===== src/rtl/button_conditioner_pkg.sv =====
// Shared definitions for the button conditioner.
// Holds the button index names and the per-button debounce state encoding.
package button_conditioner_pkg;

    localparam int unsigned NUM_BTN   = 4;
    localparam int unsigned BTN_UP    = 0;
    localparam int unsigned BTN_DOWN  = 1;
    localparam int unsigned BTN_LEFT  = 2;
    localparam int unsigned BTN_RIGHT = 3;

    typedef enum logic [1:0] {
        IDLE       = 2'd0,
        PRESS_WAIT = 2'd1,
        PRESSED    = 2'd2,
        REL_WAIT   = 2'd3
    } deb_state_e;

endpackage


===== src/rtl/button_conditioner_debounce_fsm.sv =====
// One button: synchronizer chain, debounce FSM and qualification counter.
// Ports:
//   clk          system clock
//   rst          asynchronous active-low reset
//   btn_raw      raw asynchronous button input
//   btn_level    debounced level (1 while accepted as held)
//   btn_press    one-cycle pulse on an accepted press
//   btn_release  one-cycle pulse on an accepted release
module debounce_fsm
    import button_conditioner_pkg::*;
#(
    parameter int unsigned SYNC_STAGES     = 2,
    parameter int unsigned DEBOUNCE_CYCLES = 2_500_000,
    parameter int unsigned CNT_W           = 22
) (
    input  logic clk,
    input  logic rst,
    input  logic btn_raw,
    output logic btn_level,
    output logic btn_press,
    output logic btn_release
);

    localparam logic [CNT_W-1:0] CNT_LAST = CNT_W'(DEBOUNCE_CYCLES - 1);

    logic [SYNC_STAGES-1:0] sync_r;
    logic                   sync_s;
    deb_state_e             state_r, state_nxt_s;
    logic [CNT_W-1:0]       cnt_r, cnt_nxt_s;
    logic                   level_r, level_nxt_s;
    logic                   press_r, press_nxt_s;
    logic                   rel_r, rel_nxt_s;

    // Synchronizer chain; the last stage is the only value the FSM looks at.
    always_ff @(posedge clk or negedge rst) begin
        if (!rst) begin
            sync_r <= '0;
        end else begin
            sync_r <= {sync_r[SYNC_STAGES-2:0], btn_raw};
        end
    end

    assign sync_s = sync_r[SYNC_STAGES-1];

    // FSM, counter and registered outputs.
    always_ff @(posedge clk or negedge rst) begin
        if (!rst) begin
            state_r <= IDLE;
            cnt_r   <= '0;
            level_r <= 1'b0;
            press_r <= 1'b0;
            rel_r   <= 1'b0;
        end else begin
            state_r <= state_nxt_s;
            cnt_r   <= cnt_nxt_s;
            level_r <= level_nxt_s;
            press_r <= press_nxt_s;
            rel_r   <= rel_nxt_s;
        end
    end

    // Next-state logic. The counter stops at CNT_LAST because reaching it
    // always leaves the wait state, so it can never wrap.
    always_comb begin
        state_nxt_s = state_r;
        cnt_nxt_s   = cnt_r;
        level_nxt_s = level_r;
        press_nxt_s = 1'b0;
        rel_nxt_s   = 1'b0;
        case (state_r)
            IDLE: begin
                if (sync_s) begin
                    state_nxt_s = PRESS_WAIT;
                    cnt_nxt_s   = '0;
                end else begin
                    state_nxt_s = IDLE;
                end
            end
            PRESS_WAIT: begin
                if (!sync_s) begin
                    state_nxt_s = IDLE;
                end else if (cnt_r == CNT_LAST) begin
                    state_nxt_s = PRESSED;
                    level_nxt_s = 1'b1;
                    press_nxt_s = 1'b1;
                end else begin
                    cnt_nxt_s = cnt_r + CNT_W'(1);
                end
            end
            PRESSED: begin
                if (!sync_s) begin
                    state_nxt_s = REL_WAIT;
                    cnt_nxt_s   = '0;
                end else begin
                    state_nxt_s = PRESSED;
                end
            end
            REL_WAIT: begin
                // A bounce back high returns silently; level was never dropped.
                if (sync_s) begin
                    state_nxt_s = PRESSED;
                end else if (cnt_r == CNT_LAST) begin
                    state_nxt_s = IDLE;
                    level_nxt_s = 1'b0;
                    rel_nxt_s   = 1'b1;
                end else begin
                    cnt_nxt_s = cnt_r + CNT_W'(1);
                end
            end
            default: begin
                state_nxt_s = IDLE;
                cnt_nxt_s   = '0;
                level_nxt_s = 1'b0;
            end
        endcase
    end

    assign btn_level   = level_r;
    assign btn_press   = press_r;
    assign btn_release = rel_r;

endmodule


===== src/rtl/button_conditioner.sv =====
// Input stage for the game controller: four debounced push-buttons, a
// game tick divider and sticky press events held until the next tick.
// Ports:
//   clk          system clock
//   rst          asynchronous active-low reset
//   btn_raw      raw buttons (0=up, 1=down, 2=left, 3=right)
//   btn_level    debounced levels
//   btn_press    one-cycle press pulses
//   btn_release  one-cycle release pulses
//   press_evt    sticky press flags, cleared after each game_tick
//   game_tick    one-cycle pulse every TICK_DIV clocks
module button_conditioner
    import button_conditioner_pkg::*;
#(
    parameter int unsigned SYNC_STAGES     = 2,
    parameter int unsigned DEBOUNCE_CYCLES = 2_500_000,
    parameter int unsigned CNT_W           = 22,
    parameter int unsigned TICK_DIV        = 500_000,
    parameter int unsigned TICK_W          = 19
) (
    input  logic         clk,
    input  logic         rst,
    input  logic [3:0]   btn_raw,
    output logic [3:0]   btn_level,
    output logic [3:0]   btn_press,
    output logic [3:0]   btn_release,
    output logic [3:0]   press_evt,
    output logic         game_tick
);

    localparam logic [TICK_W-1:0] TICK_LAST = TICK_W'(TICK_DIV - 1);

    logic [TICK_W-1:0] tcnt_r;
    logic              tick_r;
    logic [3:0]        evt_r;

    for (genvar i = 0; i < NUM_BTN; i++) begin : g_btn
        debounce_fsm #(
            .SYNC_STAGES     (SYNC_STAGES),
            .DEBOUNCE_CYCLES (DEBOUNCE_CYCLES),
            .CNT_W           (CNT_W)
        ) u_deb (
            .clk         (clk),
            .rst         (rst),
            .btn_raw     (btn_raw[i]),
            .btn_level   (btn_level[i]),
            .btn_press   (btn_press[i]),
            .btn_release (btn_release[i])
        );
    end

    // Tick divider: pulse on the edge where the counter wraps.
    always_ff @(posedge clk or negedge rst) begin
        if (!rst) begin
            tcnt_r <= '0;
            tick_r <= 1'b0;
        end else if (tcnt_r == TICK_LAST) begin
            tcnt_r <= '0;
            tick_r <= 1'b1;
        end else begin
            tcnt_r <= tcnt_r + TICK_W'(1);
            tick_r <= 1'b0;
        end
    end

    // Sticky events: a press coinciding with the tick cycle wins over the clear.
    always_ff @(posedge clk or negedge rst) begin
        if (!rst) begin
            evt_r <= 4'b0000;
        end else if (tick_r) begin
            evt_r <= btn_press;
        end else begin
            evt_r <= evt_r | btn_press;
        end
    end

    assign game_tick = tick_r;
    assign press_evt = evt_r;

endmodule


===== config.mk =====
export PLATFORM = sky130hd
export DESIGN_NAME = button_conditioner
export DESIGN_NICKNAME = d
export VERILOG_FILES = /design/src/rtl/button_conditioner_pkg.sv /design/src/rtl/button_conditioner_debounce_fsm.sv /design/src/rtl/button_conditioner.sv
export SDC_FILE = /design/constraint.sdc
export NUM_CORES = 1
export LEC_CHECK = 0
export BUFFER_PORTS_ARGS = -buffer_cell sky130_fd_sc_hd__buf_2
export CAP_MARGIN = 30
export CORE_UTILIZATION = 65
export CTS_BUF_LIST = sky130_fd_sc_hd__clkbuf_4
export CTS_CLUSTER_SIZE = 24
export DETAILED_ROUTE_END_ITERATION = 12
export MAX_ROUTING_LAYER = met4
export PLACE_DENSITY = 0.83
export SETUP_SLACK_MARGIN = 0.1
export SYNTH_ARGS = -nofsm -noshare
export SYNTH_HDL_FRONTEND = slang
export SYNTH_SLANG_ARGS = --single-unit

===== constraint.sdc =====
create_clock -name clk -period 4.8 [get_ports clk]
set_clock_uncertainty 0.2 [all_clocks]
set_input_delay 0.48 -clock clk [delete_from_list [all_inputs] [get_ports clk]]
set_output_delay 0.48 -clock clk [all_outputs]
set_load 0.01 [all_outputs]

---- Word-level counts from Yosys, hierarchy flattened ----
Index checks and enable logic that the tools add are counted.
Widths: inputs -> output; s select.
cells by class
  add/subtract/negate cells ............... 5
  equal/unequal tests ..................... 49
  multiplexer cells ....................... 95
  bitwise operators ....................... 1
  reductions and logical operators ........ 20
operators by type and width
  operator               count
  $mux 22                20
  $pmux 22 s4            4
  $add 22x1->22 const B  4
  $eq 22x22->1 const B   4
  $mux 1                 45
  $mux 2                 16
  $ne 2x1->1 const B     16
  $pmux 2 s4             4
  $reduce_and 5->1       4
  $add 19x1->19 const B  1
  $eq 19x19->1 const B   1
  $mux 19                1
  $eq 2x2->1 const B     8
  $ne 2x2->1 const B     8
  $reduce_and 4->1       4
  $ne 3x1->1 const B     4
  $ne 3x3->1 const B     4
  $eq 2x1->1 const B     4
  $logic_not 2->1        4
  $pmux 1 s2             4
  $reduce_and 2->1       4
  $reduce_bool 2->1      4
  $mux 4                 1
  $or 4x4->4             1
word-level totals
  register bits ........................... 140
  bits of input ports ..................... 6
  output and inout bits ................... 17
  logic and storage cells ................. 197

---- Depth between registers and ports, before layout ----
  word-level depth ........................ 4
  depth in mapped cells ................... 7
  gate-level depth less buffers ........... 6

---- Modules after synthesis ----
A second synthesis with hierarchy kept.
unflattened totals
  cell total of the unflattened synthesis .. 782
  area, all modules ....................... 7453.4 um2
by module, submodules not included
  module                             instances  cells an instance  area each (um2)  seq. area each (um2)
  debounce_fsm (g_btn[0].u_deb ...)  3          176                1582.8           725.7
  debounce_fsm (g_btn[3].u_deb)      1          159                1629.1           725.7
  button_conditioner                 1          95                 1076.0           600.6

---- Least setup slack after synthesis ----
Ideal clock, no wire load.
  path type ............................... register to register
  from .................................... reg g_btn[2].u_deb.cnt_r[7]
  to ...................................... reg g_btn[2].u_deb.cnt_r[0]
  setup time .............................. 121 ps
  arrival time ............................ 1955 ps
  required time ........................... 4479 ps
  setup slack ............................. 2524 ps
  cell stages (with the launch flop) ...... 7
  buffers on the path ..................... 1
  period minus slack after synthesis ...... 2276 ps
  path through ............................ dfrtp_1 -> nand3_2 -> or4_4 -> or3_1 -> buf_6 -> mux2_4 -> a22o_1
on the way
  word-level cells in the longest chain between the ends .. 4
  elaborated cells between the ends (all ways) .. 5
  those cells by class .................... 1 x eq/ne; 4 x mux
RTL lines
  item                               line                                                                           source
  from (decl)                        button_conditioner_debounce_fsm.sv:29                                          logic [CNT_W-1:0] cnt_r, cnt_nxt_s;
  from (signal assigned)             button_conditioner_debounce_fsm.sv:55                                          cnt_r <= cnt_nxt_s;
  $eq 22x22->1 *                     button_conditioner_debounce_fsm.sv:82, button_conditioner_debounce_fsm.sv:102
  $mux 22 *                          -
  $mux 22, on equally long branches  -
  $pmux 22 s4 *                      -
Every way passes the cells marked *; elsewhere a longest branch is shown, timed or not. The select of a mux whose other input is x is not followed.
A chain may end at the register's enable or synchronous reset.

---- Worst setup path in the final report ----
  from .................................... reg g_btn[0].u_deb.cnt_r[0]
  to ...................................... reg g_btn[0].u_deb.cnt_r[3]
on the way
  word-level cells in the longest chain between the ends .. 4
  elaborated cells between the ends (all ways) .. 6
  those cells by class .................... 1 x add/sub; 1 x eq/ne; 4 x mux
RTL lines
  item                                                  line                                                                           source
  from (decl)                                           button_conditioner_debounce_fsm.sv:29
  from (signal assigned)                                button_conditioner_debounce_fsm.sv:55
  $add 22x1->22 / $eq 22x22->1 (equally long branches)  -
  $mux 22 *                                             button_conditioner_debounce_fsm.sv:82, button_conditioner_debounce_fsm.sv:102
  $mux 22, on equally long branches                     button_conditioner_debounce_fsm.sv:100, button_conditioner_debounce_fsm.sv:80
  $pmux 22 s4 *                                         button_conditioner_debounce_fsm.sv:70                                          case (state_r)
Marks and branches as above.

==> impl_results.md <==
- Dpl hpwl: between 10000 and 15000 µm
- Clk_lat worst skew: between 0.5 and 0.6 ns
- Total chip power: around 2.2 mW
- Synth area leaders: dfrtp_1, nand2_1, nand3_1, xor2_1, nor2_1
- CORE AREA: 10800 µm²
- Diode count: 0
- Pre-CTS setup slack: 2.30 ns
- Vias in the first global route: around 5600
- CP peak stage delay: around 0.5 ns
- Setup TNS: 0 ns
- Critical path startpoint category: register
- Syn_nets: approximately 760
- Final min period: between 2 and 3 ns
- CTS tree: done
- Global Route Usage Sum: around 29%
- Post-Synthesis Cells: 750
- Die width: about 110 µm
- Post-synthesis average cell area: 9.59 µm²
- Largest net degree at the start of global routing: roughly 120
- Final setup vio count: 0
- Clock sink total: between 100 and 150
- DP Area: 7330 µm²
- CP arrival: ~2.8 ns
- Synth warnings: 0
- Fmax: roughly 0.4 GHz
- Worst-path clk slew: around 0.12 ns
- Top cell by count, worst path: a21o_1
- Die Span Y: about 110 µm
- Leakage: about 3.5 nW
- Count of final hold-check violations: 0
- DRC viols: 0
- Worst Path Max Fanout: 13
- CTS Buf Count: 17
- Mapped Area: around 7200 µm²
- Number of vias per cell: about 6.4
- Initial antenna violation count: 0
- First-pass GRT wire length: between 20000 and 30000 µm
- Worst Max-Slew Pin Slew: a little over 0.9 ns
- Crit. path cell count: 6
- Post-route ant nets: 0
- Status: complete, no violations
- Total number of vias: roughly 6000
- Initial Util: between 60% and 70%
- Crit path buf inv count: 0
- PD cells: roughly 290 nW/µm²
- Post-synth EDFFs: 0
- Peak supply drop: 286 µV
- Ys async rst share: between 90% and 100%
- Layout cells sized above 1: a little over a tenth
- Final Cell Area: roughly 7700 µm²
- Routability cong.: between 0.9 and 1
- I/O Buffers: 22
- Setup crit end kind: register
- Top FF cell, synth: dfrtp_1
- Crit path cell chain: ha_1, nand4_1, nor4_1, a21oi_1, a21o_1, a21o_1
- MaxCap Viol Count: 0
- Clock root cell: clkbuf_4
- Most common cell in the netlist: dfrtp_1
- Worst setup slack after layout: 2.26 ns
- Crit-path leading delay family: compound AO/OA/AOI/OAI gates
- Tightest Hold Check Type: register to register
- Fin crit share: 52.9%
- Slew Limit Fails: 0
- H-tree levels: 4
- Top cell type's share of synthesized area: a little under 50%
- Post-synth top cells: dfrtp_1, nand2_1, nor2_1
- Sequential element share of the synthesized area: between 40% and 50%
- Top-level I/O count: 23
- PostCTS Resize Cnt: 0
- Clock buffer depth: 2
- Iteration-0 DRC Markers: 420
- Worst reg-to-reg path cell count: 6
- Post-synth cell types: between 50 and 60
- Die area: between 10000 and 15000 µm²
- Hold depth: 0
- Final WL: roughly 15000 µm
- Gr ovfl total: 0
- Slowest CP cell: nor4_1
- Routed len/inst: ~17 µm
- First-pass DRT Iterations: 5
- Max-slew headroom: between 30% and 40%
- CP Class: register to register
- Seq cells post-synth: 140
- P&R area growth vs syn: 7.41%
- Synth area leader: dfrtp_1
- Final net count: 775
- Rows: 38
- CP Data Required Time: 5.04 ns
- RSZ-0062 raised after global routing: false
[final cells by class]
type	count	area [µm²]
multi-input cells	546	3390
flip-flops and latches	140	3500
well taps	140	175
repair buffers	35	246
clock buffers	19	143
clock inverters	13	174
inverters	24	90.1
fillers	788	3070
[metal layers]
layer	track usage, %	wire [µm]	part of all wire [%]
met1	35.0	6480	43
met2	47.6	7480	49
met3	6.81	841	5.6
met4	12.4	338	2.2
met5	-	0	0
[cells in the final DEF (no fill, tap or decap), types with 9 or more instances in the layout]
cell type	n
a21o_1	12
a21oi_1	24
a22o_1	26
and3_1	18
buf_2	21
clkbuf_4	19
dfrtp_1	140
inv_1	24
mux2_2	13
nand2_1	71
nand3_1	53
nand4_1	32
nor2_1	62
nor3_1	22
nor4_1	12
nor4b_1	10
o21ai_0	37
or3_1	11
or4_1	9
xnor2_1	16
xor2_1	27
[repair_timing]
action | in CTS | in global routing
hold endpoints to repair | 117 | 0
setup buffers | 0 | 0
setup endpoints to repair | 0 | 0
hold buffers | 5 | 0
[through the flow]
step	std cells	hold slack [ns]	util, %
after floorplan	750	-0.0156	-
final	917	0.160	71.6
after global routing	917	0.163	71.6
after detailed placement	879	0.135	67.9
after CTS	916	0.163	71.3
after global placement	879	0.134	67.9
[sequential cells by signal (all words and copies together) (netlist names), named ones only]
signal,count
tcnt_r,19
g_btn.u_deb.btn_release,4
g_btn.u_deb.cnt_r,88
g_btn.u_deb.btn_level,4
g_btn.u_deb.btn_press,4
g_btn.u_deb.state_r,4
g_btn.u_deb.sync_r,8
press_evt,4
game_tick,1
[worst paths after layout]
check,end,start,slack [ns]
worst min register to register,g_btn[0].u_deb.sync_r[1],g_btn[0].u_deb.sync_r[0],0.16
worst max-delay path,g_btn[0].u_deb.cnt_r[3],g_btn[0].u_deb.cnt_r[0],2.26
worst min-delay path,g_btn[0].u_deb.sync_r[1],g_btn[0].u_deb.sync_r[0],0.16
min in group asynchronous,g_btn[3].u_deb.state_r[0],rst,0.17
max in group asynchronous,g_btn[0].u_deb.sync_r[0],rst,3.09
worst max register to register,g_btn[0].u_deb.cnt_r[3],g_btn[0].u_deb.cnt_r[0],2.26
[where the power goes]
part	internal, mW	switching, mW
sequential	1.21	0.0494
clock	0.420	0.420
combinational	0.0469	0.0716
[logic make-up (layout without fill, tap and decap cells)]
family | count (synthesis) | count (layout) | synth area share [%]
compound gates | 135 | 135 | 12.5
simple gates | 343 | 343 | 25.5
buf+inv | 64 | 91 | 4.11
xor+xnor | 43 | 43 | 5.24
mux | 20 | 20 | 3.10
fa+ha+maj | 5 | 5 | 0.870
flops | 140 | 140 | 48.7
Note: power is estimated with default switching activity, not from simulation.
